`src/rtl/btod_sequencer_pkg.sv`:
```
// Shared types for the btod sequencer: command/payload layouts, FSM states and defaults.
package btod_seq_package;

    localparam int BTOD_ADDR_W          = 16;
    localparam int BTOD_LEN_W           = 8;
    localparam int BTOD_FIFO_DEPTH      = 4;
    localparam int BTOD_TIMEOUT_DEFAULT = 1023;

    typedef struct packed {
        logic [BTOD_ADDR_W-1:0] addr;
        logic [BTOD_LEN_W-1:0]  idx;
    } btodPayloadSt;

    typedef struct packed {
        logic [BTOD_ADDR_W-1:0] base;
        logic [BTOD_LEN_W-1:0]  len;
    } btodCmdSt;

    typedef enum logic [2:0] {
        ST_IDLE,
        ST_NOTIFY,
        ST_ISSUE,
        ST_WAIT,
        ST_NEXT,
        ST_DONE
    } btod_state_e;

endpackage

```
`src/rtl/btod_sequencer_if.sv`:
```
// Command, startDone, btod, dup mirror and status signals of the sequencer.
// master = sequencer side, slave = command source / blockB / control plane side.
interface btod_sequencer_if #(
    parameter int ADDR_W = 16,
    parameter int LEN_W  = 8
);
    logic                    cmd_vld;
    logic                    cmd_rdy;
    logic [ADDR_W-1:0]       cmd_base;
    logic [LEN_W-1:0]        cmd_len;
    logic                    start_notify;
    logic                    start_ack;
    logic                    btod_req;
    logic [ADDR_W+LEN_W-1:0] btod_data;
    logic                    btod_ack;
    logic                    dup_vld;
    logic                    dup_rdy;
    logic [ADDR_W+LEN_W-1:0] dup_data;
    logic                    done_pulse;
    logic                    err_timeout;
    logic [LEN_W-1:0]        beat_cnt;

    modport master (
        input  cmd_vld, cmd_base, cmd_len, start_ack, btod_ack, dup_rdy,
        output cmd_rdy, start_notify, btod_req, btod_data, dup_vld, dup_data,
               done_pulse, err_timeout, beat_cnt
    );

    modport slave (
        output cmd_vld, cmd_base, cmd_len, start_ack, btod_ack, dup_rdy,
        input  cmd_rdy, start_notify, btod_req, btod_data, dup_vld, dup_data,
               done_pulse, err_timeout, beat_cnt
    );
endinterface

```
`src/rtl/btod_sequencer_cmd_fifo.sv`:
```
// Synchronous command FIFO; pointers wrap naturally because DEPTH is a power of two.
module btod_cmd_fifo
    import btod_seq_package::*;
#(
    parameter type T     = btodCmdSt,
    parameter int  DEPTH = BTOD_FIFO_DEPTH
) (
    input  logic clk,
    input  logic rst,
    input  logic push,
    input  T     wr_data,
    input  logic pop,
    output T     rd_data,
    output logic full,
    output logic empty
);
    localparam int PTR_W = $clog2(DEPTH);
    localparam int CNT_W = PTR_W + 1;

    T                 mem_q [DEPTH];
    T                 mem_d [DEPTH];
    logic [PTR_W-1:0] wr_ptr_q, wr_ptr_d;
    logic [PTR_W-1:0] rd_ptr_q, rd_ptr_d;
    logic [CNT_W-1:0] count_q, count_d;
    logic             do_push, do_pop;

    assign full    = (count_q == CNT_W'(DEPTH));
    assign empty   = (count_q == '0);
    assign rd_data = mem_q[rd_ptr_q];

    always_comb begin
        mem_d    = mem_q;
        wr_ptr_d = wr_ptr_q;
        rd_ptr_d = rd_ptr_q;
        count_d  = count_q;
        // Push is refused when full even if a pop happens in the same cycle.
        do_push  = push && !full;
        do_pop   = pop && !empty;
        if (do_push) begin
            mem_d[wr_ptr_q] = wr_data;
            wr_ptr_d        = wr_ptr_q + 1'b1;
        end
        if (do_pop) begin
            rd_ptr_d = rd_ptr_q + 1'b1;
        end
        case ({do_push, do_pop})
            2'b10:   count_d = count_q + 1'b1;
            2'b01:   count_d = count_q - 1'b1;
            default: count_d = count_q;
        endcase
    end

    always_ff @(posedge clk) begin
        if (rst) begin
            mem_q    <= '{default: '0};
            wr_ptr_q <= '0;
            rd_ptr_q <= '0;
            count_q  <= '0;
        end else begin
            mem_q    <= mem_d;
            wr_ptr_q <= wr_ptr_d;
            rd_ptr_q <= rd_ptr_d;
            count_q  <= count_d;
        end
    end
endmodule

```
`src/rtl/btod_sequencer.sv`:
```
// Pops burst commands, runs the startDone handshake, then issues one btod req/ack beat
// at a time while mirroring each beat onto the dup stream.
module btod_sequencer
    import btod_seq_package::*;
#(
    parameter int ADDR_W     = BTOD_ADDR_W,
    parameter int LEN_W      = BTOD_LEN_W,
    parameter int FIFO_DEPTH = BTOD_FIFO_DEPTH,
    parameter int TIMEOUT    = BTOD_TIMEOUT_DEFAULT
) (
    input logic              clk,
    input logic              rst,
    btod_sequencer_if.master bus
);
    typedef struct packed {
        logic [ADDR_W-1:0] base;
        logic [LEN_W-1:0]  len;
    } cmd_t;

    typedef struct packed {
        logic [ADDR_W-1:0] addr;
        logic [LEN_W-1:0]  idx;
    } payload_t;

    localparam logic [15:0] TMO_LIMIT = 16'(TIMEOUT);

    cmd_t        fifo_wr, fifo_rd;
    logic        fifo_push, fifo_pop, fifo_full, fifo_empty;

    btod_state_e      state_q, state_d;
    cmd_t             cmd_q, cmd_d;
    payload_t         payload_q, payload_d;
    logic [LEN_W-1:0] beat_cnt_q, beat_cnt_d;
    logic [15:0]      tmo_cnt_q, tmo_cnt_d;
    logic             btod_req_q, btod_req_d;
    logic             dup_vld_q, dup_vld_d;
    logic             err_q, err_d;
    logic             btod_done, dup_done;
    logic [LEN_W-1:0] beat_inc;

    assign fifo_wr   = '{base: bus.cmd_base, len: bus.cmd_len};
    assign fifo_push = bus.cmd_vld && !fifo_full;

    btod_cmd_fifo #(
        .T     (cmd_t),
        .DEPTH (FIFO_DEPTH)
    ) u_cmd_fifo (
        .clk     (clk),
        .rst     (rst),
        .push    (fifo_push),
        .wr_data (fifo_wr),
        .pop     (fifo_pop),
        .rd_data (fifo_rd),
        .full    (fifo_full),
        .empty   (fifo_empty)
    );

    always_comb begin
        state_d    = state_q;
        cmd_d      = cmd_q;
        payload_d  = payload_q;
        beat_cnt_d = beat_cnt_q;
        tmo_cnt_d  = tmo_cnt_q;
        btod_req_d = btod_req_q;
        dup_vld_d  = dup_vld_q;
        err_d      = err_q;
        fifo_pop   = 1'b0;
        // A side counts as done if already retired or retiring this cycle.
        btod_done  = !btod_req_q || bus.btod_ack;
        dup_done   = !dup_vld_q || bus.dup_rdy;
        beat_inc   = beat_cnt_q + 1'b1;

        case (state_q)
            ST_IDLE: begin
                if (!fifo_empty) begin
                    fifo_pop   = 1'b1;
                    cmd_d      = fifo_rd;
                    beat_cnt_d = '0;
                    err_d      = 1'b0;
                    state_d    = ST_NOTIFY;
                end
            end
            ST_NOTIFY: begin
                if (bus.start_ack) begin
                    state_d = (cmd_q.len != '0) ? ST_ISSUE : ST_DONE;
                end
            end
            ST_ISSUE: begin
                payload_d.addr = cmd_q.base + ADDR_W'(beat_cnt_q);
                payload_d.idx  = beat_cnt_q;
                btod_req_d     = 1'b1;
                dup_vld_d      = 1'b1;
                tmo_cnt_d      = '0;
                state_d        = ST_WAIT;
            end
            ST_WAIT: begin
                if (bus.btod_ack) btod_req_d = 1'b0;
                if (bus.dup_rdy)  dup_vld_d  = 1'b0;
                if (btod_done && dup_done) begin
                    state_d = ST_NEXT;
                end else if (btod_req_q && !bus.btod_ack) begin
                    // Only a missing btod ack can time out; a same-cycle ack wins above.
                    if (tmo_cnt_q + 16'd1 == TMO_LIMIT) begin
                        err_d      = 1'b1;
                        btod_req_d = 1'b0;
                        dup_vld_d  = 1'b0;
                        state_d    = ST_DONE;
                    end else begin
                        tmo_cnt_d = tmo_cnt_q + 16'd1;
                    end
                end
            end
            ST_NEXT: begin
                beat_cnt_d = beat_inc;
                state_d    = (beat_inc == cmd_q.len) ? ST_DONE : ST_ISSUE;
            end
            ST_DONE: begin
                state_d = ST_IDLE;
            end
            default: begin
                state_d = ST_IDLE;
            end
        endcase
    end

    always_ff @(posedge clk) begin
        if (rst) begin
            state_q    <= ST_IDLE;
            cmd_q      <= '0;
            payload_q  <= '0;
            beat_cnt_q <= '0;
            tmo_cnt_q  <= '0;
            btod_req_q <= 1'b0;
            dup_vld_q  <= 1'b0;
            err_q      <= 1'b0;
        end else begin
            state_q    <= state_d;
            cmd_q      <= cmd_d;
            payload_q  <= payload_d;
            beat_cnt_q <= beat_cnt_d;
            tmo_cnt_q  <= tmo_cnt_d;
            btod_req_q <= btod_req_d;
            dup_vld_q  <= dup_vld_d;
            err_q      <= err_d;
        end
    end

    assign bus.cmd_rdy      = !fifo_full;
    assign bus.start_notify = (state_q == ST_NOTIFY);
    assign bus.btod_req     = btod_req_q;
    assign bus.btod_data    = payload_q;
    assign bus.dup_vld      = dup_vld_q;
    assign bus.dup_data     = payload_q;
    assign bus.done_pulse   = (state_q == ST_DONE);
    assign bus.err_timeout  = err_q;
    assign bus.beat_cnt     = beat_cnt_q;
endmodule

```
`src/flat_wrapper.sv`:
```
// flat-port wrapper written by rule: the top's interface ports become plain ports
module btod_sequencer_flat import btod_seq_package::*;
#(
    parameter int ADDR_W     = BTOD_ADDR_W,
    parameter int LEN_W      = BTOD_LEN_W,
    parameter int FIFO_DEPTH = BTOD_FIFO_DEPTH,
    parameter int TIMEOUT    = BTOD_TIMEOUT_DEFAULT
)
  (clk, rst, bus_cmd_vld, bus_cmd_base, bus_cmd_len, bus_start_ack, bus_btod_ack, bus_dup_rdy, bus_cmd_rdy, bus_start_notify, bus_btod_req, bus_btod_data, bus_dup_vld, bus_dup_data, bus_done_pulse, bus_err_timeout, bus_beat_cnt);
  btod_sequencer_if #(.ADDR_W(ADDR_W), .LEN_W(LEN_W)) bus_i ();
  input logic clk;
  input logic rst;
  input wire logic [$bits(bus_i.cmd_vld)-1:0] bus_cmd_vld;
  input wire logic [$bits(bus_i.cmd_base)-1:0] bus_cmd_base;
  input wire logic [$bits(bus_i.cmd_len)-1:0] bus_cmd_len;
  input wire logic [$bits(bus_i.start_ack)-1:0] bus_start_ack;
  input wire logic [$bits(bus_i.btod_ack)-1:0] bus_btod_ack;
  input wire logic [$bits(bus_i.dup_rdy)-1:0] bus_dup_rdy;
  output wire logic [$bits(bus_i.cmd_rdy)-1:0] bus_cmd_rdy;
  output wire logic [$bits(bus_i.start_notify)-1:0] bus_start_notify;
  output wire logic [$bits(bus_i.btod_req)-1:0] bus_btod_req;
  output wire logic [$bits(bus_i.btod_data)-1:0] bus_btod_data;
  output wire logic [$bits(bus_i.dup_vld)-1:0] bus_dup_vld;
  output wire logic [$bits(bus_i.dup_data)-1:0] bus_dup_data;
  output wire logic [$bits(bus_i.done_pulse)-1:0] bus_done_pulse;
  output wire logic [$bits(bus_i.err_timeout)-1:0] bus_err_timeout;
  output wire logic [$bits(bus_i.beat_cnt)-1:0] bus_beat_cnt;
  assign bus_i.cmd_vld = bus_cmd_vld;
  assign bus_i.cmd_base = bus_cmd_base;
  assign bus_i.cmd_len = bus_cmd_len;
  assign bus_i.start_ack = bus_start_ack;
  assign bus_i.btod_ack = bus_btod_ack;
  assign bus_i.dup_rdy = bus_dup_rdy;
  assign bus_cmd_rdy = bus_i.cmd_rdy;
  assign bus_start_notify = bus_i.start_notify;
  assign bus_btod_req = bus_i.btod_req;
  assign bus_btod_data = bus_i.btod_data;
  assign bus_dup_vld = bus_i.dup_vld;
  assign bus_dup_data = bus_i.dup_data;
  assign bus_done_pulse = bus_i.done_pulse;
  assign bus_err_timeout = bus_i.err_timeout;
  assign bus_beat_cnt = bus_i.beat_cnt;
  btod_sequencer #(.ADDR_W(ADDR_W), .LEN_W(LEN_W), .FIFO_DEPTH(FIFO_DEPTH), .TIMEOUT(TIMEOUT)) u_core (.clk(clk), .rst(rst), .bus(bus_i));
endmodule
```
`config.mk`:
```
export PLATFORM = sky130hd
export DESIGN_NAME = btod_sequencer_flat
export DESIGN_NICKNAME = d
export VERILOG_FILES = /design/src/rtl/btod_sequencer_pkg.sv /design/src/rtl/btod_sequencer_if.sv /design/src/rtl/btod_sequencer_cmd_fifo.sv /design/src/rtl/btod_sequencer.sv /design/src/flat_wrapper.sv
export SDC_FILE = /design/constraint.sdc
export NUM_CORES = 1
export LEC_CHECK = 0
export CORE_MARGIN = 2
export CORE_UTILIZATION = 51
export DETAILED_ROUTE_END_ITERATION = 7
export GPL_TIMING_DRIVEN = 0
export HOLD_SLACK_MARGIN = 0.08
export PLACE_DENSITY = 0.76
export SYNTH_ARGS = -nofsm -noshare
export SYNTH_HDL_FRONTEND = slang
export SYNTH_SLANG_ARGS = --single-unit
export TNS_END_PERCENT = 20
```
`constraint.sdc`:
```
create_clock -name clk -period 2.7 [get_ports clk]
set_clock_uncertainty 0.15 [all_clocks]
set_input_delay 0.81 -clock clk [delete_from_list [all_inputs] [get_ports clk]]
set_output_delay 0.81 -clock clk [all_outputs]
set_load 0.01 [all_outputs]
```
=== After elaboration in Yosys (flattened, before gate mapping) ===
Cells that the tools add are included.

* $add $sub $neg: 7
* Magnitude comparators: 3
* Eq/ne operators: 18
* Mux-type cells: 38
* Bitwise gates (word level): 3
* Reduce and logical (&&, ||, !) cells: 25

{| class="wikitable"
|+ Operators with widths
! operator !! count
|-
| $bwmux W96 || 1
|-
| $mux W24 || 3
|-
| $bmux W24 S2 || 1
|-
| $demux W24 S2 || 1
|-
| $mux W16 || 3
|-
| $pmux W16 S2 || 1
|-
| $mux W3 || 7
|-
| $add A16 B1 Y16 const B || 1
|-
| $add A16 B8 Y16 || 1
|-
| $eq A16 B10 Y1 const B || 1
|-
| $pmux W8 S2 || 1
|-
| $pmux W3 S5 || 1
|-
| $mux W1 || 14
|-
| $eq A3 B3 Y1 const B || 3
|-
| $add A8 B1 Y8 const B || 1
|-
| $eq A8 B8 Y1 || 1
|-
| $mux W8 || 1
|-
| $ne A2 B2 Y1 const B || 4
|-
| $reduce_and A4 Y1 || 2
|-
| $reduce_bool A2 Y1 || 4
|-
| $reduce_bool A8 Y1 || 1
|-
| $eq A3 B2 Y1 const B || 2
|-
| $ge A3 B3 Y1 const B || 2
|-
| $logic_and A1 B1 Y1 || 6
|-
| 18 further kinds || 31
|}

* Register bits: 181
* Output and inout port bits: 62
* Logic and storage cells: 115

=== Logic depth before layout (Yosys ltp) ===
* Depth in word-level cells: 6
* Gate-level depth with buffers: 11
* Depth with buffers taken out: 10

=== Cells and area by module ===
From an unflattened synthesis, not the netlist that was laid out.

* Cell total of the unflattened synthesis: 977
* Area total of the unflattened synthesis: 9,113.7 um^2

{| class="wikitable"
|+ Modules (own cells, without submodules)
! module !! instances !! cells an instance !! area each (um^2)
|-
| btod_cmd_fifo || 1 || 419 || 4,803.4
|-
| btod_sequencer || 1 || 558 || 4,310.4
|}

=== Worst setup path after synthesis ===
OpenSTA, ideal clock, no wires.

* Kind: register to register
* Start: reg u_core.tmo_cnt_q[0]
* End: reg u_core.tmo_cnt_q[13]
* Arrival: 2.359 ns
* Setup slack: 0.120 ns
* Cell stages (with the launch flop): 11
* Clock period less this slack: 2.580 ns
* Cells stage by stage: dfxtp_1 ha_1 clkbuf_1 inv_1 nor4_1 xnor2_1 nor4_4 and2_4 buf_8 or4b_1 a21oi_1

* Cells in the longest elaborated chain, start to end: 5
* Elaborated cells on any way between the ends: 8
* Those cells by class: 1 x add/sub; 2 x eq/ne; 4 x mux; 1 x reduce/logical

{| class="wikitable"
|+ RTL lines
! item !! RTL line !! RTL
|-
| start: declaration || btod_sequencer.sv:34 || <nowiki>logic [15:0] tmo_cnt_q, tmo_cnt_d;</nowiki>
|-
| start signal: assignment || btod_sequencer.sv:141 || <nowiki>tmo_cnt_q <= tmo_cnt_d;</nowiki>
|-
| $add A16 B1 Y16 * || btod_sequencer.sv:103, btod_sequencer.sv:109 ||
|-
| parallel branches: the longest is 4 deep, another holds $eq A16 B10 Y1 || - ||
|}

Mark *: on every way between the ends. The select of a mux whose other input is x is not followed.
A chain may end at the register's enable or synchronous reset.

=== Worst setup path in the final report ===
* Start: reg u_core.beat_cnt_q[5], in the netlist u_core.bus.beat_cnt[5]
* End: out bus_beat_cnt[5]

{| class="wikitable"
|+ RTL lines
! item !! RTL line !! RTL
|-
| start: declaration || btod_sequencer.sv:33 || <nowiki>logic [LEN_W-1:0] beat_cnt_q, beat_cnt_d;</nowiki>
|-
| start signal: assignment || btod_sequencer.sv:140 || <nowiki>beat_cnt_q <= beat_cnt_d;</nowiki>
|-
| end: declaration || flat_wrapper.sv:27 || <nowiki>output wire logic [$bits(bus_i.beat_cnt)-1:0] bus_beat_cnt;</nowiki>
|}

No word-level cell between the ends.

==> out/qor.txt <==
Outcome - finished, final reports clean
Startpoint types - flip-flop
Final Hold Fails - 0
EDFF count, synth - 0
Warnings, synthesis - 0
Worst-path cell chain - clkdlybuf4s50_1
Post-Synthesis Cell Area - 8632 sq um
Register area share after synthesis - 41.98%
Worst path max stage delay - 0.64 ns
Routed length per instance - 16.72 microns
Fillers - 1,490
Synth Area in Adders - 2.783%
Multiplexer area fraction after synthesis - 6.871%
Max-Cap Viols - 0
Critical path arrival - 1.66 ns
IO Pins - 92
Remaining Overflow, GRT - 0
DRC - 0
CP required - 1.74 ns
Global Route Usage Sum - 26.60%
H-tree level count - 4
Clock tree buffer depth - 2
Row count - 47
DP Wirelength - 16,500 microns
DR iter-0 viols - 830
Area grow syn2layout - 21.28%
First-pass GRT wire length - 38,000 microns
Count of pins over their slew limit - 0
Post-layout min period - 2.619 ns
Clock Sink Count - 181
Drt pass-1 iters - 7
Clock Tree Root - clkbuf_16
Number of synthesized register bits - 181
TritonCTS clock tree - built
# nets final - 1,222
Distinct cells, synth - 68
Commonest cells after routing, fill and taps aside - 300 x nand2_1, 171 x dfxtp_1, 165 x a21oi_1
Tcrit/Tclk final - 97.00%
R2r setup slk - 0.10 ns
DIE AREA - 17,980 sq um
Slowest CP cell - clkdlybuf4s50_1
Die width - 134.1 microns
Worst-Margin Slew - 0.8359 ns
Finished Layout Cells - 1,406
Pwr/cell area - 716.4 nW/um^2
CP Capture Type - primary output
I/O Buffers - 90
Die height - 134.1 microns
TritonCTS buffer count - 17
Clk slew on worst S/H paths - 0.07 ns
Clock Latency Late Sink - 0.43 ns
Cells after DPL - 1,378
Detail Route Antenna Nets - 0
Leakage power - 3.640 nW
Post-Synth XOR/XNOR Area - 2.899%
Vias/cell - 5.656
Antenna violations before repair - 0
Largest family of logic cells by synthesized area - simple AND/OR/NAND/NOR gates
Largest net degree at the start of global routing - 17
Mean area per synthesized cell - 8.082 sq um
Antenna diodes - 0
Layout cells sized above 1 - 10.54%
Unrepaired setup endpoints after global routing - true
Worst Hold Class - reg -> reg
CP top delay family - buffers and inverters
Core ar. - 16,580 sq um
Synth Area in Compound Gates - 15.47%
Pwr Total - 7.500 mW
Slew margin rel. - 43.85%
IR drop worst, VDD - 0.0004985 V
Buf/Inv on CP - 1
Post-Synth Simple-Gate Area - 23.50%
Setup violators final - 0
Starting density of the core - 52.05%
Via Count - 7,952
Most used DFF post-synth - dfxtp_1
Vias in the first global route - 7,469
Fmax - 0.3818 GHz
Asr flop ratio synth - 0%
Crit path max fanout - 10
Final GP Congestion - 0.9281
Synth Instances - 1,068
Critical setup path kind - reg -> out
Syn Nets - 1,116
Total Wirelength - 23,520 microns
Most common cell after layout, fill and taps aside - nand2_1
==> per-layer routing <==
metal  up-vias  part of all wire (%)  GRT usage, %
li1       3846                     -             -
met1      3704                    43         34.87
met2       355                    47         43.56
met3        47                   7.9         5.707
met4         0                   2.0         9.649
met5         -                     0             0
==> cell families after synthesis <==
logic type / Yosys count
buf+inv: 120
xor+xnor: 27
simple gates: 455
compound gates: 238
flops: 181
fa+ha+maj: 18
mux: 29
==> worst paths after layout <==
| kind | start | end | cells after the start |
|---|---|---|---|
| worst max-delay path | u_core.bus.beat_cnt[5] | bus_beat_cnt[5] | 1 |
| worst min-delay path | u_core.u_cmd_fifo.mem_q[77] | u_core.u_cmd_fifo.mem_q[77] | 2 |
| worst min register to register | u_core.u_cmd_fifo.mem_q[77] | u_core.u_cmd_fifo.mem_q[77] | 2 |
| worst max register to register | u_core.state_q[2] | u_core.u_cmd_fifo.count_q[2] | 10 |
==> Yosys cell counts, types with 4 or more instances <==
library cell,number,area (sq um)
nand2_1,300,1126
dfxtp_1,181,3623
a21oi_1,165,825.8
clkbuf_1,62,232.7
nor2_1,42,157.7
nand3_1,33,165.2
buf_4,24,180.2
mux4_2,24,540.5
o21ai_0,24,120.1
inv_1,21,78.83
xnor2_1,19,166.4
ha_1,16,200.2
and3_1,14,87.58
nor3_1,14,70.07
a31oi_1,9,56.30
buf_1,8,30.03
nor4_1,8,50.05
xor2_1,7,61.31
or4_1,6,45.04
a21o_1,5,37.54
nand2b_1,5,31.28
o211ai_1,5,37.54
or3_1,5,31.28
and2_1,4,25.02
nor2b_1,4,25.02
o21a_1,4,30.03
==> sequential cells by signal (all words and copies together) (netlist names) <==
signal and flops:
u_core.bus.beat_cnt 8, u_core.bus.btod_data 24, u_core.bus.btod_req 1, u_core.bus.dup_vld 1
u_core.bus.err_timeout 1, u_core.cmd_q 24, u_core.state_q 3, u_core.tmo_cnt_q 16
u_core.u_cmd_fifo.count_q 3, u_core.u_cmd_fifo.mem_q 96, u_core.u_cmd_fifo.rd_ptr_q 2, u_core.u_cmd_fifo.wr_ptr_q 2
==> cell type report <==
class | instances | area (sq um) | area share, %
Timing Repair Buffer | 91 | 905.9 | 8.653
Sequential cell | 181 | 3636 | 34.73
Clock inverter | 11 | 127.6 | 1.219
Tap cell | 220 | 275.3 | 2.629
Inverter | 22 | 85.08 | 0.8127
Clock buffer | 20 | 446.7 | 4.267
Multi-Input combinational cell | 767 | 4504 | 43.03
Buffer | 94 | 488.0 | 4.661
==> power by group <==
group / internal (mW) / total (mW) / switching, mW
Sequential: 2.89 / 3.10 / 0.203
Clock: 1.39 / 2.44 / 1.06
Combinational: 0.742 / 1.96 / 1.22
Total: 5.02 / 7.50 / 2.48
==> metrics by stage <==
| stage | setup WS (ns) | setup TNS (ns) | hold slack, ns | utilization (%) | cell area (sq um) |
|---|---|---|---|---|---|
| 2_1_floorplan | 0.1202 | 0 | 0.2831 | - | 8632 |
| 3_3_place_gp | -0.4753 | -15.87 | 0.2890 | 59.14 | 9808 |
| 3_5_place_dp | -0.5352 | -16.63 | 0.2955 | 59.14 | 9808 |
| 4_1_cts | -0.02505 | -0.02534 | 0.3057 | 62.77 | 10410 |
| 5_1_grt | -0.01710 | -0.01710 | 0.3231 | 63.13 | 10470 |
| 6_report | 0.08091 | 0 | 0.3027 | 63.13 | 10470 |
==> repair_timing <==
action	in CTS	in global routing
pin swaps	1	1
resized for setup	21	20
endpoints found under the setup margin	28	30
hold buffers	0	0
setup buffers	0	1
(Power assumes the default switching activity.)
